`config.mk`:
```
export PLATFORM = sky130hd
export DESIGN_NAME = svcs_hs_frame_tx
export DESIGN_NICKNAME = d
export VERILOG_FILES = /design/src/rtl/svcs_hs_frame_tx.sv
export SDC_FILE = /design/constraint.sdc
export NUM_CORES = 1
export LEC_CHECK = 0
export ABC_AREA = 1
export CORE_AREA = 2 2 249 251
export CTS_CLUSTER_DIAMETER = 100
export DETAILED_ROUTE_END_ITERATION = 12
export DIE_AREA = 0 0 251 253
export PLACE_DENSITY_LB_ADDON = 0.25
export SETUP_SLACK_MARGIN = 0.15
export SLEW_MARGIN = 20
export SYNTH_ARGS = -nofsm -noshare
export SYNTH_HDL_FRONTEND = slang
export SYNTH_SLANG_ARGS = --single-unit
export TNS_END_PERCENT = 10
```
`constraint.sdc`:
```
create_clock -name clk -period 3.1 [get_ports clk]
set_input_delay 0.62 -clock clk [delete_from_list [all_inputs] [get_ports clk]]
set_output_delay 0.62 -clock clk [all_outputs]
set_load 0.02 [all_outputs]
```
`src/rtl/svcs_hs_frame_tx.sv`:
```
// Multi-channel SVCS handshake transmit framer: round-robin command arbitration,
// four-word header then payload words on one registered valid/ready stream.
module svcs_hs_frame_tx #(
    parameter int  DATA_W       = 32,
    parameter int  N_CH         = 4,
    parameter int  MAX_PAYLOADS = 4096,
    localparam int CNT_W        = $clog2(MAX_PAYLOADS + 1),
    localparam int CH_W         = (N_CH > 1) ? $clog2(N_CH) : 1
) (
    input  logic                   clk,
    input  logic                   reset,
    input  logic [N_CH-1:0]        cmd_valid,
    output logic [N_CH-1:0]        cmd_ready,
    input  logic [N_CH*DATA_W-1:0] cmd_trnx_type,
    input  logic [N_CH*DATA_W-1:0] cmd_trnx_id,
    input  logic [N_CH*DATA_W-1:0] cmd_data_type,
    input  logic [N_CH*CNT_W-1:0]  cmd_n_payloads,
    input  logic [N_CH-1:0]        pl_valid,
    output logic [N_CH-1:0]        pl_ready,
    input  logic [N_CH*DATA_W-1:0] pl_data,
    output logic                   out_valid,
    input  logic                   out_ready,
    output logic [DATA_W-1:0]      out_data,
    output logic                   out_last,
    output logic [CH_W-1:0]        out_ch,
    output logic                   busy,
    output logic                   err_oversize,
    output logic [15:0]            frames_sent
);

    typedef enum logic [1:0] {IDLE, HDR, PAY} state_t;

    localparam logic [CNT_W-1:0] MAX_N = CNT_W'(MAX_PAYLOADS);

    state_t            state_q, state_d;
    logic [CH_W-1:0]   rr_q, rr_d, grant_q, grant_d;
    logic [1:0]        hdr_idx_q, hdr_idx_d;
    logic [CNT_W-1:0]  n_q, n_d, rem_q, rem_d;
    logic [DATA_W-1:0] id_q, id_d, dtype_q, dtype_d;
    logic              out_valid_q, out_valid_d, out_last_q, out_last_d;
    logic [DATA_W-1:0] out_data_q, out_data_d;
    logic              err_q, err_d;
    logic [15:0]       frames_q, frames_d;

    logic [DATA_W-1:0] type_a [N_CH];
    logic [DATA_W-1:0] id_a [N_CH];
    logic [DATA_W-1:0] dtype_a [N_CH];
    logic [DATA_W-1:0] pl_a [N_CH];
    logic [CNT_W-1:0]  n_a [N_CH];

    logic              sel_found;
    logic [CH_W-1:0]   sel_ch, cand;
    logic              out_fire, pl_take, pl_fire;

    for (genvar g = 0; g < N_CH; g++) begin : g_unpack
        assign type_a[g]  = cmd_trnx_type[g*DATA_W +: DATA_W];
        assign id_a[g]    = cmd_trnx_id[g*DATA_W +: DATA_W];
        assign dtype_a[g] = cmd_data_type[g*DATA_W +: DATA_W];
        assign pl_a[g]    = pl_data[g*DATA_W +: DATA_W];
        assign n_a[g]     = cmd_n_payloads[g*CNT_W +: CNT_W];
    end

    // Descending scan so the lowest offset from rr is the last (winning) hit.
    always_comb begin
        sel_found = 1'b0;
        sel_ch    = '0;
        cand      = '0;
        for (int i = N_CH - 1; i >= 0; i--) begin
            cand = CH_W'((int'(rr_q) + i) % N_CH);
            if (cmd_valid[cand]) begin
                sel_found = 1'b1;
                sel_ch    = cand;
            end
        end
    end

    always_comb begin
        cmd_ready = '0;
        pl_ready  = '0;
        if (!reset && state_q == IDLE && sel_found) begin
            cmd_ready[sel_ch] = 1'b1;
        end
        pl_take = !reset && state_q == PAY && rem_q != '0 && (!out_valid_q || out_ready);
        pl_ready[grant_q] = pl_take;
    end

    assign out_fire = out_valid_q && out_ready;
    assign pl_fire  = pl_take && pl_valid[grant_q];

    always_comb begin
        state_d     = state_q;
        rr_d        = rr_q;
        grant_d     = grant_q;
        hdr_idx_d   = hdr_idx_q;
        n_d         = n_q;
        rem_d       = rem_q;
        id_d        = id_q;
        dtype_d     = dtype_q;
        out_valid_d = out_valid_q;
        out_last_d  = out_last_q;
        out_data_d  = out_data_q;
        err_d       = err_q;
        frames_d    = frames_q;
        if (out_fire && out_last_q) begin
            frames_d = frames_q + 16'd1;
        end
        unique case (state_q)
            IDLE: begin
                if (sel_found) begin
                    rr_d = CH_W'((int'(sel_ch) + 1) % N_CH);
                    if (n_a[sel_ch] > MAX_N) begin
                        err_d = 1'b1;
                    end else begin
                        grant_d     = sel_ch;
                        id_d        = id_a[sel_ch];
                        dtype_d     = dtype_a[sel_ch];
                        n_d         = n_a[sel_ch];
                        out_valid_d = 1'b1;
                        out_data_d  = type_a[sel_ch];
                        out_last_d  = 1'b0;
                        hdr_idx_d   = 2'd0;
                        state_d     = HDR;
                    end
                end
            end
            HDR: begin
                if (out_fire) begin
                    if (out_last_q) begin
                        out_valid_d = 1'b0;
                        out_last_d  = 1'b0;
                        state_d     = IDLE;
                    end else begin
                        hdr_idx_d = hdr_idx_q + 2'd1;
                        case (hdr_idx_q)
                            2'd0:    out_data_d = id_q;
                            2'd1:    out_data_d = dtype_q;
                            default: begin
                                // Enter PAY while word 3 is still in the output
                                // register so its drain can admit payload word 0.
                                out_data_d = DATA_W'(n_q);
                                rem_d      = n_q;
                                if (n_q == '0) begin
                                    out_last_d = 1'b1;
                                end else begin
                                    state_d = PAY;
                                end
                            end
                        endcase
                    end
                end
            end
            PAY: begin
                if (pl_fire) begin
                    out_valid_d = 1'b1;
                    out_data_d  = pl_a[grant_q];
                    rem_d       = rem_q - CNT_W'(1);
                    out_last_d  = (rem_q == CNT_W'(1));
                end else if (out_fire) begin
                    out_valid_d = 1'b0;
                end
                if (out_fire && out_last_q) begin
                    out_valid_d = 1'b0;
                    out_last_d  = 1'b0;
                    state_d     = IDLE;
                end
            end
            default: state_d = IDLE;
        endcase
    end

    always_ff @(posedge clk) begin
        if (reset) begin
            state_q     <= IDLE;
            rr_q        <= '0;
            grant_q     <= '0;
            hdr_idx_q   <= '0;
            n_q         <= '0;
            rem_q       <= '0;
            id_q        <= '0;
            dtype_q     <= '0;
            out_valid_q <= 1'b0;
            out_last_q  <= 1'b0;
            out_data_q  <= '0;
            err_q       <= 1'b0;
            frames_q    <= '0;
        end else begin
            state_q     <= state_d;
            rr_q        <= rr_d;
            grant_q     <= grant_d;
            hdr_idx_q   <= hdr_idx_d;
            n_q         <= n_d;
            rem_q       <= rem_d;
            id_q        <= id_d;
            dtype_q     <= dtype_d;
            out_valid_q <= out_valid_d;
            out_last_q  <= out_last_d;
            out_data_q  <= out_data_d;
            err_q       <= err_d;
            frames_q    <= frames_d;
        end
    end

    assign out_valid    = out_valid_q;
    assign out_data     = out_data_q;
    assign out_last     = out_last_q;
    assign out_ch       = grant_q;
    assign busy         = (state_q != IDLE);
    assign err_oversize = err_q;
    assign frames_sent  = frames_q;

endmodule

```
==> reports/metrics.cfg, run 1 <==
[run_status]
status = finished clean

[clock_tree]
numCtsBuffers = 17
cts_tree = built
cts_max_level = 4
clk_latency_ns = 0.47
clockBufferDepth = 2
clk_pin_slew_ns = 0.07
postCtsHoldBufs = 0
root_buffer = clkbuf_16
clock_sinks = 149

[global_routing]
grt_pass1_vias = 16900
grt_remaining_overflow = 0
antenna_found_initial = 29
grt_usage = 0.231
grt_max_degree = 108
grt_pass1_wl_mm = 109

[timing]
layout_min_cycle_time_ns = 2.98
setup_viol = 0
rsz0062_at_grt = yes
finalCritPeriodShare = 0.961
hold_viol_final = 0
tightest_slew_ns = 0.952
final.setup_skew_ns = 0.0169
maxSlewViolCount = 0
relSlewSlack = 0.365
fmax_mhz = 336

[final_layout]
fin_nets = 3274
drive_gt1_frac = 0.155
n_fill_cell = 6562
area.growth.synth_to_final_pct = 78.6
design_area_sq_mm = 0.0218

[synthesis]
synth-seq-cells = 149
synthTopCellsByArea = dfxtp_1 24%, nor2_1 12%, nand3_1 11%
ys_seq_area_frac = 0.244
synthFlopType = dfxtp_1
synth_cells = 2056
avgSynthCellArea_sq_um = 5.94
synth_area_leader_cell = dfxtp_1
synth_edf_count = 0
synthArstFlopShare = 0
yosysTopAreaCellShare = 0.244
syn_area_sq_mm = 0.0122
yosys_warnings = 0
synth_fp_nets = 2644
ys_types = 48

[power]
p_int_mw = 12.3
power_frac_seq = 0.108
p_comb_frac = 0.807
p_per_area_mw_per_mm2 = 1210
p_switching_mw = 14.0
power.total_mw = 26.3
ir_worst_vdd_mv = 0.655
switching_share = 0.534
p_leak_nw = 8.41
power_frac_clock = 0.085

[setup_path]
start_kind = flip-flop
crit_required_ns = 2.48
end_kind = primary output
reg2reg_slack_ns = 0.17
critPathMaxFanout = 8
rr_endpoint = out_data[17]
crit_type = reg -> out
crit_arrival_ns = 2.36
r2r_cells = 24
r2r_start = rr_q[0]

[floorplanning]
core_sq_mm = 0.0610
die_h_um = 253
die_w_um = 251
start_util = 0.200
io_pins = 637
rows = 91
dieArea_sq_mm = 0.0635

[worst_hold_path]
whs_path_depth = 2
hold_end = dtype_q[25]
hold_start = dtype_q[25]
hold_class = reg -> reg

[route]
first_pass_iters = 5
ant_nets = 0
dr_total_vias = 17300
routed_via_density = 4.93
route.detailed.drc = 0
post_drt_wl_per_cell_um = 22.4
drtIter0Drc = 1255
drt-total-wl_mm = 78.3

[job]
maxCapViolations = 0

[placement]
dpl.hpwl_mm = 62.2
routabilityCongestion = 0.929
port_buffers = 636
placed_area_sq_mm = 0.0199

[timing repair]
item	CTS	global route
cloned	2	13
endpoints found under the setup margin	127	138
gates resized for setup	49	204
pin swaps	7	63
buffers inserted	6	5
[state kept, by name (all words and copies together) (netlist names)]
register and cells:
out_ch 2, out_data 32, out_last 1, state_q 2
err_oversize 1, id_q 32, n_q 13, frames_sent 16
rem_q 13, hdr_idx_q 2, dtype_q 32, out_valid 1
rr_q 2
[layer usage]
layer,up-vias,GRT usage,wire length [um]
met4,14,0.101,2990
li1,8266,-,-
met5,-,0,92
met1,8183,0.278,32100
met3,123,0.0458,4950
met2,693,0.400,38200
[worst max-delay path, stage by stage (launching register included)]
cell and delay (ns):
dfxtp_2 0.32, buf_8 0.14, clkinv_8 0.07, nand2_2 0.05
nand2_2 0.08, nand2_2 0.07, nand2_4 0.09, inv_2 0.04
nand2_2 0.06, nand2_2 0.06, a21boi_4 0.19, buf_6 0.12
buf_6 0.08, buf_6 0.08, ha_2 0.16, inv_2 0.04
nor2_4 0.10, buf_6 0.13
[how the worst max path moves through the flow]
stage | start | endpoint | depth (start not counted) | slack (ns)
finish | rr_q[0] | cmd_ready[3] | 17 | 0.12
global placement | cmd_valid[2] | n_q[2] | 20 | -0.61
global route | rr_q[0] | cmd_ready[3] | 17 | 0.001
CTS | rr_q[0] | cmd_ready[2] | 14 | 0.07
floorplan | cmd_valid[1] | cmd_ready[0] | 16 | 0.09
detailed placement | cmd_valid[2] | n_q[2] | 20 | -0.63
[through the flow]
stage / hold WS [ns] / setup TNS (ns) / utilization / setup slack, ns / std cells
global placement: 0.429 / -56.67 / 0.326 / -0.611 / 3431
finish: 0.445 / 0 / 0.357 / 0.120 / 3504
global route: 0.465 / 0 / 0.357 / 0.00101 / 3504
CTS: 0.446 / 0 / 0.339 / 0.0739 / 3471
floorplan: 0.422 / 0 / - / 0.0860 / 2056
detailed placement: 0.439 / -60.76 / 0.326 / -0.632 / 3431
[cells in the mapped netlist (2+ instances only)]
library cell	instances
a22oi_1	11
nand2_4	3
or2_2	18
nand3_1	279
a41oi_1	4
clkbuf_1	112
ha_1	13
o32ai_1	29
buf_4	8
a31oi_1	3
inv_2	4
nand2_1	298
nor3_1	9
xor2_1	3
nand2_2	9
a21oi_2	30
dfxtp_1	149
a221oi_1	3
inv_1	156
nor2_1	376
a22o_1	7
o31ai_1	16
nand3_2	2
o221ai_1	6
buf_6	6
a21oi_1	122
nand4_1	34
nor4_1	2
a32oi_1	17
o22ai_1	47
o21ai_0	184
o211ai_1	22
buf_2	37
buf_1	17
o21a_1	7
[power groups by stage]
stage | sequential (mW) | combinational, mW | clock (mW)
2_1_floorplan | 2.98 | 10.7 | 0
3_3_place_gp | 2.86 | 18.0 | 0
3_5_place_dp | 2.88 | 18.1 | 0
4_1_cts | 2.84 | 18.7 | 2.28
5_1_grt | 2.91 | 23.2 | 2.35
6_report | 2.85 | 21.3 | 2.22
[logic make-up after synthesis]
group           count (synthesis)  share of synthesized area
compound gates                514                      0.259
buf+inv                       342                      0.116
flops                         149                      0.244
simple gates                 1034                      0.365
xor+xnor                        4                    0.00287
fa+ha+maj                      13                     0.0133
[cell type report]
cell class                 instances  area [sq um]  area share
timing repair inverter             2          15.0    0.000689
clock inverter                    11           149     0.00683
multi-input combinational       1565          8570       0.393
clock buffer                      21           460      0.0211
antenna                           15          37.5     0.00172
sequential                       149          2990       0.137
timing repair buffer             789          7950       0.365
tap                              790           988      0.0454
inverter                         162           634      0.0291
[layout by cell type, fill, tap and decap left out, types with 11 or more instances in the layout]
master,Yosys,layout
nor2_2,0,11
nand3_1,279,237
nand2_2,9,44
nor2_1,376,359
o21ai_0,184,182
or2_2,18,18
buf_12,0,12
a21oi_2,30,40
a22oi_1,11,11
nand2_1,298,246
nand4_1,34,34
clkbuf_16,0,26
a21oi_1,122,111
dfxtp_1,149,145
o22ai_1,47,45
buf_6,6,19
a32oi_1,17,17
o32ai_1,29,24
o211ai_1,22,22
diode_2,0,15
nand3_2,2,36
clkdlybuf4s50_1,0,623
o31ai_1,16,12
nand2_4,3,17
inv_1,156,150
buf_4,8,110
No activity file was read; power rests on OpenSTA's default activity.
==> run 2, diff against run 1 <==
SETUP_SLACK_MARGIN = 0.5   (was 0.15)
SLEW_MARGIN = 10   (was 20)
==> run 2 against run 1 <==
Die area unchanged. Critical path depth down 2. First-iteration DRC count down 14%. Routed wire length up 0.92%. Combinational power about the same. Final area up 0.21%. Highest routed layer unchanged.
==> reports/metrics.cfg, run 2 (synthesis gave the netlist of run 1 again) <==
[global_routing]
grt_pass1_vias = 17300
antenna_found_initial = 33
grt_remaining_overflow = 0
grt_pass1_wl_mm = 111
grt_usage = 0.235
grt_max_degree = 79

[final_layout]
drive_gt1_frac = 0.147
mostFrequentLayoutCells = 623 x clkdlybuf4s50_1, 364 x nor2_1, 269 x nand2_1, 265 x nand3_1, 182 x o21ai_0
area.growth.synth_to_final_pct = 78.9
final_common_cell = clkdlybuf4s50_1
fin_nets = 3321
stdcell_count = 3552
post-route-util = 0.358

[setup_path]
crit_buf_inv = 6
crit_end = cmd_ready[3]
crit_required_ns = 2.48
end_kind = primary output
crit_type = reg -> out
r2r_start = rr_q[0]
crit_path_top_delay_cell = dfxtp_2
start_kind = flip-flop
path_delay_family = buffers and inverters
critPathLaunch = rr_q[0]
crit_path_max_incr_delay_ns = 0.33
r2r_cells = 24
worst-path-stages = 15
reg2reg_slack_ns = 0.24
rr_endpoint = id_q[29]
crit_chain = buf_12 > inv_12 > nand2_4 > nand2_2 > nand2_2 > nand2_4 > inv_2 > nand2_2 > nand2_4 > a21boi_4 > buf_4 > ha_2 > inv_2 > nor2_4 > buf_6
crit_arrival_ns = 2.24
critPathMaxFanout = 8

[timing]
final.setup_skew_ns = 0.0178
tightest_slew_ns = 0.726
fmax_mhz = 350
rsz0062_at_grt = yes
relSlewSlack = 0.516
setup_viol = 0
finalCritPeriodShare = 0.923
maxSlewViolCount = 0
hold_viol_final = 0
layout_min_cycle_time_ns = 2.86

[power]
ir_worst_vdd_mv = 0.668
p_leak_nw = 8.58
p_per_area_mw_per_mm2 = 1210

[clock_tree]
postCtsHoldBufs = 0
cts_tree = built
cts_max_level = 4
root_buffer = clkbuf_16
clk_pin_slew_ns = 0.07
clock_sinks = 149
clockBufferDepth = 2
numCtsBuffers = 17
clk_latency_ns = 0.46

[route]
dr_total_vias = 17300
post_drt_wl_per_cell_um = 22.3
ant_nets = 0
route.detailed.drc = 0
routed_via_density = 4.88
first_pass_iters = 5
drtIter0Drc = 1079
drt-total-wl_mm = 79.1

[worst_hold_path]
hold_class = reg -> reg

[floorplanning]
io_pins = 637
dieArea_sq_mm = 0.0635
die_w_um = 251
core_sq_mm = 0.0610
rows = 91
start_util = 0.200
die_h_um = 253

[job]
maxCapViolations = 0

[placement]
port_buffers = 636
dpl.hpwl_mm = 62.8
routabilityCongestion = 0.953
dp.cells = 3453

[run_status]
status = finished clean

-- run 2: changes by cell type in the layout (fill, tap and decap cells not counted), moves of 6 or more --
cell,delta
nand3_2,-24
clkinvlp_4,-6
nand2_2,-24
buf_6,-6
inv_2,+6
buf_12,+7
buf_4,+52
nand2_1,+23
nand3_1,+28
-- run 2: cell type report --
class / instances / area, sq um
multi-input cells: 1567 / 8320
inverters: 162 / 631
clock buffers: 18 / 429
well taps: 790 / 988
clock inverters: 14 / 154
repair buffers: 836 / 8280
fillers: 6538 / 39200
flip-flops and latches: 149 / 2990
diodes: 16 / 40.0
-- run 2: worst reg2reg max path, cell delays in order (launching register included) --
cell and delay, ns:
dfxtp_2 0.33, buf_12 0.14, inv_12 0.08, nand2_4 0.04, nand2_2 0.08, nand2_2 0.07
nand2_4 0.10, inv_2 0.05, nand2_2 0.07, nand2_4 0.06, a21boi_4 0.17, buf_6 0.12
buf_12 0.10, buf_8 0.13, nand3_2 0.09, nand2_1 0.08, nand2_1 0.05, nor2_1 0.12
nand3_2 0.13, nand2_4 0.14, buf_12 0.15, buf_12 0.13, buf_8 0.12, nand3_1 0.09
a21oi_1 0.15
-- run 2: worst min-delay path by stage --
stage | end | startpoint | slack [ns] | depth (start not counted)
global route | id_q[26] | id_q[26] | 0.48 | 2
global placement | dtype_q[17] | dtype_q[17] | 0.43 | 2
detailed placement | dtype_q[17] | dtype_q[17] | 0.43 | 2
finish | id_q[30] | id_q[30] | 0.45 | 2
CTS | dtype_q[17] | dtype_q[17] | 0.45 | 2
floorplan | dtype_q[17] | dtype_q[17] | 0.42 | 2
-- run 2: through the flow --
stage	area [sq um]	setup WS (ns)	setup TNS, ns	hold WS [ns]	power (mW)
2_1_floorplan	12300	0.492	0	0.422	14.0
3_3_place_gp	20200	-0.535	-48.14	0.434	21.8
3_5_place_dp	20200	-0.520	-46.32	0.434	21.9
4_1_cts	21300	0.264	0	0.446	25.1
5_1_grt	21800	0.0810	0	0.475	28.6
6_report	21800	0.239	0	0.453	26.5
-- run 2: what timing repair did --
item / 4_1_cts / 5_1_grt
pin swaps: 32 / 28
resized for setup: 118 / 57
buffers inserted: 36 / 5
cloned: 2 / 8
setup endpoints to repair: 139 / 138
-- run 2: per-layer routing --
layer  routed length (um)  part of all wire  track usage
met3                 5800             0.073       0.0596
met1                31600              0.40        0.272
met4                 3080             0.039        0.107
met2                38500              0.49        0.409
met5                  151            0.0019            0
-- run 2: power breakdown --
group	leakage, nW	switching (mW)	total, mW	internal (mW)
combinational	7.06	12.6	21.4	8.83
sequential	1.23	0.312	2.84	2.53
clock	0.290	1.02	2.17	1.15
total	8.58	14.0	26.5	12.5
==> run 3, diff against run 2 <==
PLACE_DENSITY_LB_ADDON = not set   (was 0.25)
==> run 3 against run 2 <==
Cell count is 0.11% higher. Final area grew 0.21%. Setup slack improved by 0.085 ns. Critical path depth is 3 higher. Critical path type is now reg -> reg. Largest power group unchanged.
==> reports/metrics.cfg, run 3 (synthesis gave the netlist of run 1 again) <==
[run_status]
status = finished clean

[setup_path]
path_delay_family = buffers and inverters
end_kind = flip-flop
critPathMaxFanout = 30
crit_buf_inv = 6
cpMostUsedCell = nand2_2
crit_arrival_ns = 3.17
crit_path_top_delay_cell = dfxtp_4
crit_type = reg -> reg
crit_required_ns = 3.50
start_kind = flip-flop
crit_path_max_incr_delay_ns = 0.39
crit_chain = inv_8 > nand2_2 > nand2_2 > nand2_2 > nand2_4 > inv_2 > nand2_1 > nand2_2 > a21boi_4 > buf_4 > buf_4 > buf_4 > o21ai_0 > o22ai_1 > inv_1 > nand3_1 > nand2_1 > a21oi_2

[timing]
totalNegativeSetupSlack_ns = 0
hold_viol_final = 0
layout_min_cycle_time_ns = 2.78
setup_slack_ns = 0.324
final.setup_skew_ns = 0.0181
finalCritPeriodShare = 0.895
maxSlewViolCount = 0
fmax_mhz = 360
tightest_slew_ns = 0.925
relSlewSlack = 0.383
setup_viol = 0
rsz0062_at_grt = yes

[global_routing]
grt_usage = 0.231
antenna_found_initial = 24
grt_pass1_vias = 16500
grt_pass1_wl_mm = 108
grt_max_degree = 77
grt_remaining_overflow = 0

[clock_tree]
root_buffer = clkbuf_16
numCtsBuffers = 17
cts_max_level = 4
postCtsHoldBufs = 0
clk_pin_slew_ns = 0.07
clock_sinks = 149
clk_latency_ns = 0.47
clockBufferDepth = 2
cts_tree = built

[floorplanning]
die_w_um = 251
start_util = 0.200
dieArea_sq_mm = 0.0635
core_sq_mm = 0.0610
io_pins = 637
rows = 91
die_h_um = 253

[placement]
routabilityCongestion = 0.919
port_buffers = 636
place_ws_ns = -0.401
dpl.hpwl_mm = 60.2

[job]
maxCapViolations = 0

[final_layout]
final_common_cell = clkdlybuf4s50_1
drive_gt1_frac = 0.144
mostFrequentLayoutCells = 623 x clkdlybuf4s50_1, 364 x nor2_1, 276 x nand2_1, 268 x nand3_1, 184 x o21ai_0
area.growth.synth_to_final_pct = 79.3
fin_nets = 3327
n_fill_cell = 6521

[worst_hold_path]
hold_class = reg -> reg

[route]
route.detailed.drc = 0
dr_total_vias = 17000
first_pass_iters = 6
post_drt_wl_per_cell_um = 21.5
drtIter0Drc = 1310
ant_nets = 0
drt-total-wl_mm = 76.5
routed_via_density = 4.79

[power]
p_per_area_mw_per_mm2 = 1210
ir_worst_vdd_mv = 0.574
p_leak_nw = 8.62

[run 3: cell types whose count changed in the layout (fill, tap and decap cells not counted), moves of 4 or more]
cell	before	now
nand2_1	269	276
clkbuf_16	24	19
nand2_4	19	9
buf_6	13	23
a21oi_1	116	120
a21oi_2	36	32
buf_12	19	27
[run 3: report_power, final]
part	internal, mW	leakage, nW	switching (mW)	total, mW
sequential	2.54	1.23	0.385	2.92
clock	1.16	0.280	0.953	2.12
combinational	8.79	7.11	12.6	21.3
[run 3: worst paths after layout]
path / start / end / slack (ns) / cells after the start
max: rr_q[0] / dtype_q[11] / 0.32 / 18
min: id_q[30] / id_q[30] / 0.45 / 2
max reg2reg: rr_q[0] / dtype_q[11] / 0.32 / 18
min reg2reg: id_q[30] / id_q[30] / 0.45 / 2
[run 3: what timing repair did]
item,CTS,global route
pin swaps,29,9
gates resized for setup,133,31
endpoints found under the setup margin,140,142
gates cloned,2,2
setup buffers,38,7
[run 3: layout make-up]
cell class	count	area [sq um]	area share
multi-input cells	1565	8220	0.376
clock buffers	21	460	0.0210
repair buffers	844	8440	0.386
flip-flops and latches	149	3000	0.137
well taps	790	988	0.0452
diodes	14	35.0	0.00160
clock inverters	11	113	0.00515
inverters	162	631	0.0288
[run 3: stage by stage]
stage          std cells  cell area (sq um)  hold WS [ns]  power [mW]   util
6_report            3556              21900         0.454        26.4  0.359
5_1_grt             3554              21900         0.479        28.5  0.359
4_1_cts             3533              21600         0.456        26.0  0.354
3_5_place_dp        3461              20400         0.445        22.3  0.334
3_3_place_gp        3461              20400         0.438        22.3  0.334
2_1_floorplan       2056              12300         0.422        14.0      -
[run 3: layer usage]
layer,vias up,GRT usage,routed length [um]
met3,87,0.0546,5390
met2,645,0.407,37600
li1,8383,-,-
met1,7911,0.272,31300
met5,-,0,104
met4,16,0.0842,2180
[run 3: worst min-delay path, delay by kind of cell (launching register included)]
| family | cells | cell delay (ns) |
|---|---|---|
| AO/OA/AOI/OAI | 1 | 0.05 |
| buffers and inverters | 1 | 0.07 |
| flip-flops | 1 | 0.30 |
